$ cat config.mk
export PLATFORM = sky130hd
export DESIGN_NAME = ctrl_pipe
export DESIGN_NICKNAME = d
export VERILOG_FILES = /design/src/rtl/ctrl_pipe.sv
export SDC_FILE = /design/constraint.sdc
export NUM_CORES = 1
export LEC_CHECK = 0
export CAP_MARGIN = 0
export CORE_ASPECT_RATIO = 1.1
export CORE_MARGIN = 2
export CORE_UTILIZATION = 43
export CTS_CLUSTER_DIAMETER = 60
export DETAILED_ROUTE_END_ITERATION = 10
export PLACE_DENSITY = 0.87
export SLEW_MARGIN = 20
export SYNTH_ARGS = -nofsm -noshare
export SYNTH_HDL_FRONTEND = slang
export SYNTH_SLANG_ARGS = --single-unit
$ cat constraint.sdc
create_clock -name clk -period 2 [get_ports clk]
set_input_delay 0.4 -clock clk [delete_from_list [all_inputs] [get_ports clk]]
set_output_delay 0.4 -clock clk [all_outputs]
set_load 0.02 [all_outputs]
$ cat src/rtl/ctrl_pipe.sv
// Control-signal decode and DEPTH-stage control pipeline with load-use hazard
// detection, flush/stall handling and a saturating illegal-opcode counter.
module ctrl_pipe #(
    parameter int DEPTH     = 3,
    parameter int ILL_CNT_W = 8
) (
    input  logic                 clk,
    input  logic                 rst,
    input  logic                 in_valid,
    output logic                 in_ready,
    input  logic [6:0]           opcode,
    input  logic [4:0]           rd,
    input  logic [4:0]           rs1,
    input  logic [4:0]           rs2,
    input  logic                 stall,
    input  logic                 flush,
    output logic                 ex_valid,
    output logic [9:0]           ex_ctrl,
    output logic [4:0]           ex_rd,
    output logic                 wb_valid,
    output logic [9:0]           wb_ctrl,
    output logic [4:0]           wb_rd,
    output logic                 load_use,
    output logic [ILL_CNT_W-1:0] ill_count
);

    localparam logic [6:0] OP_LUI    = 7'b0110111;
    localparam logic [6:0] OP_AUIPC  = 7'b0010111;
    localparam logic [6:0] OP_JAL    = 7'b1101111;
    localparam logic [6:0] OP_JALR   = 7'b1100111;
    localparam logic [6:0] OP_BRANCH = 7'b1100011;
    localparam logic [6:0] OP_LOAD   = 7'b0000011;
    localparam logic [6:0] OP_STORE  = 7'b0100011;
    localparam logic [6:0] OP_ARI_I  = 7'b0010011;
    localparam logic [6:0] OP_ARI_R  = 7'b0110011;

    // ctrl = {illegal, jump, branch, mem_to_reg, mem_read, mem_write, alu_src, reg_write, alu_op[1:0]}
    localparam logic [9:0] CTRL_ILLEGAL = 10'b10_0000_0000;
    localparam logic [9:0] CTRL_BUBBLE  = 10'b00_0000_0000;
    localparam int         MEM_READ_BIT = 5;

    logic [DEPTH-1:0]       r_valid;
    logic [DEPTH-1:0][9:0]  r_ctrl;
    logic [DEPTH-1:0][4:0]  r_rd;
    logic [ILL_CNT_W-1:0]   r_ill_count;

    logic [9:0] w_dec_ctrl;
    logic       w_uses_rs1;
    logic       w_uses_rs2;
    logic       w_load_use;
    logic       w_in_ready;
    logic       w_accept;
    logic       w_ill_inc;
    logic       w_s1_load;
    logic       w_tail_adv;
    logic       w_s1_valid;
    logic [9:0] w_s1_ctrl;
    logic [4:0] w_s1_rd;

    // Opcode decode into the control bundle and source-register usage flags
    always_comb begin
        w_dec_ctrl = CTRL_ILLEGAL;
        w_uses_rs1 = 1'b0;
        w_uses_rs2 = 1'b0;
        case (opcode)
            OP_LUI:    w_dec_ctrl = 10'b00_0000_1100;
            OP_AUIPC:  w_dec_ctrl = 10'b00_0000_1100;
            OP_JAL:    w_dec_ctrl = 10'b01_0000_0100;
            OP_JALR: begin
                w_dec_ctrl = 10'b01_0000_1100;
                w_uses_rs1 = 1'b1;
            end
            OP_BRANCH: begin
                w_dec_ctrl = 10'b00_1000_0001;
                w_uses_rs1 = 1'b1;
                w_uses_rs2 = 1'b1;
            end
            OP_LOAD: begin
                w_dec_ctrl = 10'b00_0110_1100;
                w_uses_rs1 = 1'b1;
            end
            OP_STORE: begin
                w_dec_ctrl = 10'b00_0001_1000;
                w_uses_rs1 = 1'b1;
                w_uses_rs2 = 1'b1;
            end
            OP_ARI_I: begin
                w_dec_ctrl = 10'b00_0000_1110;
                w_uses_rs1 = 1'b1;
            end
            OP_ARI_R: begin
                w_dec_ctrl = 10'b00_0000_0110;
                w_uses_rs1 = 1'b1;
                w_uses_rs2 = 1'b1;
            end
            default: begin
                w_dec_ctrl = CTRL_ILLEGAL;
                w_uses_rs1 = 1'b0;
                w_uses_rs2 = 1'b0;
            end
        endcase
    end

    // Hazard detection, handshake and stage-1 next-value selection
    always_comb begin
        w_load_use = in_valid & r_valid[0] & r_ctrl[0][MEM_READ_BIT] & (r_rd[0] != 5'd0) &
                     ((w_uses_rs1 & (rs1 == r_rd[0])) | (w_uses_rs2 & (rs2 == r_rd[0])));
        w_in_ready = flush | (~stall & ~w_load_use);
        w_accept   = in_valid & w_in_ready & ~flush;
        w_ill_inc  = w_accept & w_dec_ctrl[9] & (r_ill_count != {ILL_CNT_W{1'b1}});
        // Flush overrides stall for stage 1 only; the tail still honours stall.
        w_s1_load  = flush | ~stall;
        w_tail_adv = ~stall;
        if (flush || w_load_use || !in_valid) begin
            w_s1_valid = 1'b0;
            w_s1_ctrl  = CTRL_BUBBLE;
            w_s1_rd    = 5'd0;
        end else begin
            w_s1_valid = 1'b1;
            w_s1_ctrl  = w_dec_ctrl;
            w_s1_rd    = rd;
        end
    end

    // Pipeline stage registers and illegal-opcode counter
    always_ff @(posedge clk) begin
        if (rst) begin
            r_valid     <= '0;
            r_ctrl      <= '0;
            r_rd        <= '0;
            r_ill_count <= '0;
        end else begin
            if (w_s1_load) begin
                r_valid[0] <= w_s1_valid;
                r_ctrl[0]  <= w_s1_ctrl;
                r_rd[0]    <= w_s1_rd;
            end
            if (w_tail_adv) begin
                for (int k = 1; k < DEPTH; k++) begin
                    r_valid[k] <= r_valid[k-1];
                    r_ctrl[k]  <= r_ctrl[k-1];
                    r_rd[k]    <= r_rd[k-1];
                end
            end
            if (w_ill_inc) begin
                r_ill_count <= r_ill_count + {{(ILL_CNT_W-1){1'b0}}, 1'b1};
            end
        end
    end

    assign in_ready  = w_in_ready;
    assign load_use  = w_load_use;
    assign ex_valid  = r_valid[0];
    assign ex_ctrl   = r_ctrl[0];
    assign ex_rd     = r_rd[0];
    assign wb_valid  = r_valid[DEPTH-1];
    assign wb_ctrl   = r_ctrl[DEPTH-1];
    assign wb_rd     = r_rd[DEPTH-1];
    assign ill_count = r_ill_count;

endmodule

# After elaboration in Yosys (flattened, before gate mapping)
# Index checks and enable logic that the tools add are counted.
# word_totals
ff_bits	56
inputBits	27
out_inout_bits	42
elab_cells	52
# op_classes
add_sub_neg	1
n_eq_ne	12
muxes	6
bitwise_logic	17
reduce_logical	7
# op_table
cell	count
$pmux 10 s8	1
$eq 7x6->1 const B	3
$eq 7x7->1 const B	3
$eq 7x5->1 const B	2
$and 1x1->1	11
$eq 5x5->1	2
$mux 10	1
$add 8x1->8 const B	1
$ne 8x8->1 const B	1
$eq 7x2->1 const B	1
$reduce_or 6->1	1
$mux 5	1
$reduce_bool 5->1	1
$mux 1	3
$not 1->1	3
$or 1x1->1	3
$reduce_or 3->1	1
$logic_or 1x1->1	2
$reduce_or 2->1	1
$logic_not 1->1	1

# Depth between registers and ports, before layout
# depth
ltp_word	13
mapped_depth	6
depth_no_buf	5

# Worst setup path before layout
# No wires, ideal clock.
# synth_path
path_type	in2out
start	in rs1[4]
end	out in_ready
arrival_ps	1670
required_ps	1600
path_slack_ps	-70
cell_stages	6
n_path_buf	1
path_cell_list	xor2_1 nor4_2 o2111ai_1 a211o_1 buf_6 a21o_1
# synth_via
elab_chain_len	7
# synth_lines
element	line	source
start, declared	13	input logic [4:0] rs1,
$eq 5x5->1	107	((w_uses_rs1 & (rs1 == r_rd[0])) | (w_uses_rs2 & (rs2 == r_rd[0])));
$and 1x1->1	107	
$or 1x1->1	107	
$and 1x1->1	106	w_load_use = in_valid & r_valid[0] & r_ctrl[0][MEM_READ_BIT] & (r_rd[0] != 5'd0) &
$not 1->1	108	w_in_ready = flush | (~stall & ~w_load_use);
$and 1x1->1	108	
$or 1x1->1	108	
end, declared	10	output logic in_ready,
# No other way between the ends.

# Worst setup path in the final report
# layout_path
start	reg r_rd, in the netlist ex_rd[0]
end	out in_ready
# layout_via
elab_chain_len	7
word_cells_on_any_way	11
classes_between	eq/ne (2); bitwise (8); reduce/logical (1)
# layout_lines
element	line	source
start, declared	44	logic [DEPTH-1:0][4:0] r_rd;
start signal, assigned by index	142	r_rd[k] <= r_rd[k-1];
$eq 5x5->1	107	
$and 1x1->1	107	
$or 1x1->1	107	
$and 1x1->1 *	106	
$not 1->1 *	108	
$and 1x1->1 *	108	
$or 1x1->1 *	108	
# Every way passes the cells marked *; elsewhere a longest branch is shown, timed or not.

==> results.md <==
- Status: complete, but fails checks
- Violated checks: setup timing
- Sw Share: 22.8%
- Area share of xor/xnor cells in the synthesized design: 4.44%
- GRT Max-Usage Layer: met2
- Iteration-0 DRC count of the detailed router: 49
- Post-synth design cell area: 0.00237 sq mm
- Leakage power: 1.41 nW
- CTS tree: yes
- Final Hold Viols: 0
- Grt met3 use: 5.03%
- Detailed Place HPWL: 4150 um
- Post-synthesis cell type count: 43
- Post-Synth Adder-Cell Area: 0.528%
- Vias in the first global route: 1,954
- Die Span Y: 81.8 um
- FMAX: 420 MHz
- Pwr dens: 587 mW/mm^2
- HP Class: flop to flop
- Final GP Congestion: 0.911
- Initial antenna violation count: 0
- Site row count: 28
- DRT Pass-1 Iters: 4
- Syn_nets: 275
- Post-synthesis compound-gate area fraction: 9.88%
- Clk sinks: 50
- Number of vias per cell: 5.03
- Most common cell after layout, fill and taps aside: clkdlybuf4s50_1
- Fin nets: 345
- Ys flop type: dfxtp_1
- Wire per inst: 14.2 um
- VDD IR-drop max: 0.000517 V
- Crit Path Class: flop to output port
- Met2 usage: 32.5%
- P_int: 1.49 mW
- Post-Synth Simple-Gate Area: 16.0%
- Largest family of logic cells by synthesized area: simple AND/OR/NAND/NOR gates
- Max-cap viol count: 0
- Synthesized instance count: 247
- Clock group share of total power: 36.4%
- Final wirelength: 5600 um
- Syn Area/Cell: 9.59 sq um
- Crit path DAT: 1.98 ns
- Post-synthesis mux area share: 14.6%
- Root Driver: clkbuf_8
- Final min period: 2.38 ns
- Crit-path cells: xor2_1 > nor4_2 > nand4_1 > a211o_1 > a21o_4 > buf_6
- Fillers: 430
- Worst skew pair latency: 0.30 ns
- Gr ovfl total: 0
- CP top delay family: compound AO/OA/AOI/OAI gates
- Ys async rst share: 0%
- Startpoint Class: flop
- Gate power share: 11.4%
- Commonest cells after routing, fill and taps aside: 50 x clkdlybuf4s50_1, 46 x dfxtp_1, 42 x nor2_1, 36 x buf_4, 29 x mux2i_1
- IO Port Bufs: 68
- Sw Pwr: 440 uW
- Num CTS Buffers: 5
- Via count: 1,975
- Starting Density: 44.2%
- Relative slew slack: 63.4%
- Worst-path fanout max: 3
- Fin area: 0.00329 sq mm
- Worst Slack Setup Final: -0.380 ns
- Number of remaining DRC errors: 0
- Die W: 74.8 um
- Multi-input logic area: 0.00112 sq mm
- Area grow syn2layout: 38.8%
- Tcrit/Tclk final: 119%
- Post-DRT Antenna Nets: 0
- Core area: 0.00536 sq mm
- #FFs+latches synth: 50
- Largest net degree at the start of global routing: 29
- Die ar.: 0.00612 sq mm
- WP data required: 1.60 ns
- H-tree depth: 2
- Number of diodes: 0
- CP endpoint kind: output port
- Number of flops mapped to enable cells by yosys: 0
- Reg clk slew, reported paths: 0.09 ns
- Placed Instance Area: 0.00311 sq mm
- Crit path buf inv count: 1
- Met1 Resource Use GR: 20.8%
- Worst clock skew: 0.00386 ns
- Seq pwr share: 52.2%
- I/O Pins: 69
- Seq/Total Area, Yosys: 42.3%
- Crit path largest cell delay: 0.37 ns
- Final setup viols: 2
- Clock Tree Buf Depth: 2
- Slew Viols, Final: 0
- Share of cells above drive strength 1: 20.8%
- Gr usage total: 18.6%
- Pre-CTS WS: -0.998 ns
- First-pass GRT wire length: 8780 um
- Critical-path top delay cell: a211o_1
- RSZ-0062 raised after global routing: true
- Design Power: 1.93 mW
- Storage cell area: 0.00101 sq mm
- Slew @ Worst Pin: 0.535 ns
- Warning count from the yosys run: 0
power by group through the flow:
stage                     combinational [mW]  clock (mW)  sequential (mW)
after CTS                              0.215       0.718             1.01
final                                  0.220       0.702             1.01
after detailed placement               0.218           0             1.03
after floorplan                       0.0955           0             1.03
after global routing                   0.237       0.760             1.01
after global placement                 0.212           0             1.03
layer usage:
metal,wire length (um),up-vias
li1,-,973
met1,2290,924
met2,2850,63
met3,307,15
met4,146,0
met5,0,-
cells in the mapped netlist (all sizes together) (3+ instances only):
| cell | count | share of area, % |
|---|---|---|
| dfxtp | 50 | 42 |
| nor2 | 43 | 6.8 |
| buf | 37 | 11 |
| mux2i | 29 | 12 |
| xor2 | 9 | 3.3 |
| a32o | 8 | 3.4 |
| nand2 | 8 | 1.3 |
| nor2b | 7 | 1.8 |
| a22o | 5 | 1.8 |
| mux2 | 5 | 2.4 |
| clkbuf | 4 | 0.63 |
| nand3 | 4 | 0.85 |
| a21oi | 3 | 0.79 |
| inv | 3 | 0.48 |
| nor4 | 3 | 1.1 |
| xnor2 | 3 | 1.1 |
state kept, by name, summed over array words and instances (netlist names):
signal,flops
ex_ctrl,8
ex_rd,5
ill_count,8
r_ctrl,8
r_rd,5
r_valid,3
wb_ctrl,8
wb_rd,5
final cells by class:
class / instances / area share (%)
Inverter: 3 / 0.342
Clock inverter: 2 / 1.14
Sequential cell: 50 / 30.7
Clock buffer: 6 / 2.21
Timing Repair Buffer: 104 / 28.6
Multi-Input combinational cell: 153 / 34.1
Tap cell: 75 / 2.85
worst reg2reg max path, stage by stage (launching register included):
cell     delay, ns
dfxtp_1       0.33
xor2_1        0.17
nor4_2        0.35
nand4_1       0.12
a211o_1       0.37
buf_4         0.21
a32o_1        0.27
final timing paths:
| check | end | slack [ns] | depth (start not counted) | startpoint |
|---|---|---|---|---|
| worst max-delay path | in_ready | -0.38 | 6 | ex_rd[0] |
| worst max register to register | ex_rd[0] | 0.08 | 6 | ex_rd[0] |
| worst min-delay path | wb_ctrl[6] | 0.50 | 2 | r_ctrl[16] |
| worst min register to register | wb_ctrl[6] | 0.50 | 2 | r_ctrl[16] |
kinds of logic after synthesis:
group	after synthesis
AOI/OAI and AO/OA	27
muxes	34
buffers and inverters	44
and+or+nand+nor	79
DFF	50
xor gates and xnor gates	12
adders and majority gates	1
through the flow:
| step | util [%] | instances | setup TNS, ns | hold slack (ns) |
|---|---|---|---|---|
| global route | 61.3 | 393 | -0.766 | 0.537 |
| global placement | 58.0 | 381 | -9.37 | 0.467 |
| finish | 61.3 | 393 | -0.616 | 0.499 |
| detailed placement | 58.0 | 381 | -10.05 | 0.482 |
| CTS | 60.6 | 391 | -0.700 | 0.503 |
| floorplan | - | 247 | -0.0137 | 0.460 |
repair_timing:
action                                  CTS  global route
setup buffers                             2             2
hold buffers                              0             0
endpoints found under the setup margin   21            10
gates resized for setup                  34             9
pin swaps                                11            11
Note: power is estimated with default switching activity, not from simulation.
==> variant 1: new RTL, config.mk and constraints unchanged <==
`DEPTH`: 3 -> 6.
--- a/src/rtl/ctrl_pipe.sv
+++ b/src/rtl/ctrl_pipe.sv
@@ -2,5 +2,5 @@
 // detection, flush/stall handling and a saturating illegal-opcode counter.
 module ctrl_pipe #(
-    parameter int DEPTH     = 3,
+    parameter int DEPTH     = 6,
     parameter int ILL_CNT_W = 8
 ) (
Behaviour: not the same (a bounded check fails within 4 cycles, from zero or initial values and one cycle with rst high).
==> variant 1 against the unedited design <==
- the flow still finishes with violations (negative setup slack)
- total power increased by 73%
- sequential cell count increased by 42
- final area up 48%
- count of clock-buffer cells in the layout rose by 7
- setup slack improved by 150 ps
- routed wire length rose by 28%
- hold slack worse by 19 ps
- fmax is 6.9% higher
- utilization decreased by 5.7 points
- register-to-register slack better by 200 ps
- cell count increased by 47%
- synthesized area increased by 62%
- sequential share of layout area rose by 7.3 points
- combinational power up 21%
- critical endpoint unchanged
- largest cell class is now registers
==> variant 1: results (changes against the unedited design) <==
run status=finished, violations left; failing checks=negative setup slack; gr usage total=15.2% (-3.5 points); dominant cells by area after synthesis=dfxtp_1 (48%), mux2i_1 (19%), nor2_1 (7.8%); largest net degree at the start of global routing=72 (+150%); endpoints failing setup=2 (unchanged); Final WS setup=-226 ps (+154 ps); Lkg Pwr=2.09 nW (+49%); commonest cells in the synthesized netlist=dfxtp_1 (92), nor2_1 (80), mux2i_1 (71); Via-to-Cell Ratio=4.85 (-3.4%); Worst Path Arrival=1830 ps (-150 ps); post-placement cell area=0.00462 mm^2 (+49%); hold worst-path end=ex_ctrl[1]; Syn Nets=421 (+53%); hold path start=ex_ctrl[1]; Crit Reg-Reg Startpoint=ex_rd[4]; GPL Wtd Cong=0.846 (-7.1%); post-synthesis sequential area ratio=48.1% (+5.8 points); Clock Skew=8.99 ps (+5.14 ps); Top delay family on crit path=simple AND/OR/NAND/NOR gates; share of cells above drive strength 1=14.1% (-6.7 points); DPL Wire Length=5.15 mm (+24%); first-pass GRT wire length=11.8 mm (+35%); Reg2Reg Setup Slack=280 ps (+200 ps); H-tree lvl count=3 (+1); FF-to-FF path depth=5 (-1)
## variant 1: changes by cell type in the layout (fill, tap and decap cells not counted), moves of 8 or more
| cell | change |
|---|---|
| nor2_1 | +37 |
| nand2_1 | +13 |
| a32o_1 | -8 |
| o21ai_1 | +9 |
| mux2i_1 | +42 |
| dfxtp_1 | +43 |
| dlygate4sd2_1 | -8 |
## variant 1: worst max-delay path by stage
| stage | start | to | cells after the start | slack, ps |
|---|---|---|---|---|
| 2_1_floorplan | stall | ill_count[3] | 6 | -20 |
| 3_3_place_gp | rs2[3] | load_use | 6 | -720 |
| 3_5_place_dp | rs2[3] | load_use | 6 | -790 |
| 4_1_cts | ex_rd[4] | in_ready | 7 | -270 |
| 5_1_grt | ex_rd[0] | in_ready | 7 | -320 |
| 6_report | ex_rd[4] | in_ready | 5 | -230 |
## variant 1: layout make-up
class | count | area (um^2) | area share (%)
Sequential cell | 92 | 1850 | 38.0
Clock buffer | 13 | 149 | 3.06
Inverter | 1 | 3.75 | 0.0772
Clock inverter | 3 | 46.3 | 0.952
Timing Repair Buffer | 103 | 970 | 19.9
Multi-Input combinational cell | 250 | 1700 | 35.0
Tap cell | 114 | 143 | 2.93
## variant 1: kinds of logic after synthesis
kind of cell / after synthesis / share of synthesized area [%]
DFF: 92 / 48.1
xor gates and xnor gates: 11 / 2.52
and+or+nand+nor: 133 / 15.7
muxes: 75 / 19.7
adders and majority gates: 1 / 0.327
buffers and inverters: 51 / 8.17
AOI/OAI and AO/OA: 30 / 5.46
## variant 1: tightest hold or removal path, stage by stage (launching register included)
cell,delay (ps)
dfxtp_1,330
nand2_1,60
o31ai_1,60
## variant 1: what timing repair did
item / CTS / global route
gates resized for setup: 20 / 11
pin swaps: 6 / 8
endpoints found under the setup margin: 5 / 4
## variant 1: routing by layer
metal	wire length [um]	vias up	track usage [%]
met4	98	0	6.13
met1	3260	1275	18.2
met3	385	9	4.09
met5	0	-	0
li1	-	1446	-
met2	3430	65	25.9
## variant 1: power by group through the flow
stage / Clock [mW] / Combinational [mW] / Sequential, mW
final: 1.22 / 0.267 / 1.84
after global routing: 1.33 / 0.287 / 1.85
after CTS: 1.24 / 0.270 / 1.84
after detailed placement: 0 / 0.268 / 1.89
after global placement: 0 / 0.262 / 1.89
after floorplan: 0 / 0.145 / 1.89
## variant 1: stage by stage
stage / setup WS, ps / instances / utilization [%] / TNS (ps) / power [mW]
after floorplan: -18.9 / 393 / - / -18.9 / 2.04
after global placement: -724 / 560 / 52.9 / -5400 / 2.15
after detailed placement: -786 / 560 / 52.9 / -6610 / 2.16
after CTS: -274 / 576 / 55.3 / -512 / 3.35
after global routing: -316 / 576 / 55.6 / -612 / 3.46
final: -226 / 576 / 55.6 / -426 / 3.33
==> variant 2: new RTL, same flow settings <==
Made on the original files. Make the reset (`rst`) asynchronous in one clocked block.
--- a/src/rtl/ctrl_pipe.sv
+++ b/src/rtl/ctrl_pipe.sv
@@ -124,5 +124,5 @@
 
     // Pipeline stage registers and illegal-opcode counter
-    always_ff @(posedge clk) begin
+    always_ff @(posedge clk or posedge rst) begin
         if (rst) begin
             r_valid     <= '0;
Function: differs if rst is asserted again (counterexample within 4 cycles, from zero or initial values and one cycle with rst high); with rst held inactive, the same outputs for 10 cycles.
==> variant 2 against the unedited design <==
- the flow still finishes with violations (negative setup slack)
- routed wire length fell by 7.6%
- sequential cell count did not move
- final area rose by 1.1%
- cell count fell by 12%
- setup slack got worse by 37 ps
- synthesized area rose by 3.9%
- critical path type is now primary input to primary output
- largest cell class is now registers
Power is not compared: it rests on default switching activity, and its combinational part moved more than twofold at a synthesized area within 25%.
==> variant 2: results (changes against the unedited design) <==
non-clk buf share=27.1% (-1.5 points); Root Driver=clkbuf_8; failing checks=negative setup slack; Syn Nets=229 (-17%); nonclk inv count=3 (unchanged); gr usage total=17.5% (-1.2 points); Via-to-Cell Ratio=5.16 (+2.7%); Post-Synth XOR/XNOR Area=5.70% (+1.3 points); fin nets=296 (-14%); post-CTS sizing=12 (-65%); non-clock buffer count=96 (-7.7%); run status=finished, violations left; Slew Limit Headroom=61.2% (-2.2 points); Cells after Synth=201 (-19%); Non-Filler Instances=344 (-12%); ys async rst share=100% (+100 points); HP Class=primary input to async pin; final WL=5.17 mm (-7.6%); sequential cells=50 (unchanged); Final clock-cell share=2.75% (-0.60 points); critical path fanouts, max=2 (-1); Compound-Gate Fraction of Synth Area=9.51% (-0.37 points); adder-cell area share of the yosys netlist=0.509% (-0.020 points); first-pass GRT wire length=8.91 mm (+1.5%); multi-input gates=112 (-27%); DPL Wire Length=3.95 mm (-4.7%); Multi-input gate area=978 um^2 (-13%); post-CTS setup buffer count=0 (-2); vias in the first global route=1,823 (-6.7%); largest net degree at the start of global routing=25 (-14%); final hold slack=358 ps (-141 ps); Final WS setup=-417 ps (-37.4 ps); Crit Reg-Reg Startpoint=ex_rd[2]; # fillers=456 (+6.0%); Worst R2R End=ex_ctrl[3]; post-synthesis sequential area ratio=50.9% (+8.6 points); CTS Buffer Depth=2 (unchanged); maximum vdd drop=0.552 mV; initial antenna violation count=0 (unchanged); commonest cells in the synthesized netlist=dfrtp_1 (50), buf_4 (30), mux2_2 (29); endpoints failing setup=4 (+2); Clock Skew=4.42 ps (+0.559 ps); FF-to-FF path depth=7 (+1); dominant cells by area after synthesis=dfrtp_1 (51%), mux2_2 (13%), buf_4 (9.2%); clock buffer count=7 (+1); Yosys cell types=40 (-7.0%); Worst Path Arrival=2020 ps (+40 ps); dominant kind of cell=registers; crit path from=opcode[2]; share of cells above drive strength 1=31.6% (+11 points); drt first pass iters=4 (unchanged); Reg2Reg Setup Slack=30 ps (-50 ps); Initial DRC Count=74 (+51%); sequential cell area share=37.6% (+6.9 points); mux share of post-synthesis cell area=13.3% (-1.4 points); DP Worst Slack=-855 ps (+143 ps); GPL Wtd Cong=0.837 (-8.1%); switch share=a little over a quarter
-- variant 2: worst max-delay path, cell delays in order --
cell	delay, ps
clkdlybuf4s50_1	470
and4bb_2	260
a22oi_1	260
nor4_2	80
or2_4	280
o21bai_4	140
buf_6	130
-- variant 2: per-stage QoR --
step                TNS, ps  cell area (um^2)
floorplan             -74.8              2470
global placement      -4850              3200
detailed placement    -6550              3200
CTS                    -817              3310
global route          -1810              3330
finish                 -832              3330
-- variant 2: per-layer routing --
metal  vias up  routed length [um]  global-route usage (%)
met5         -                   0                       0
met4         0                  72                    4.96
met3         6                 272                    3.37
met2        57                2520                    29.6
met1       891                2300                    22.9
li1        821                   -                       -
-- variant 2: cells by family (layout without fill, tap and decap cells) --
family | count (synthesis) | in the layout
AND/OR/NAND/NOR | 38 | 38
XOR/XNOR | 16 | 16
adder cells (fa/ha/maj) | 1 | 1
buffers and inverters | 39 | 107
multiplexers | 29 | 29
flip-flops | 50 | 50
AO/OA/AOI/OAI | 28 | 28
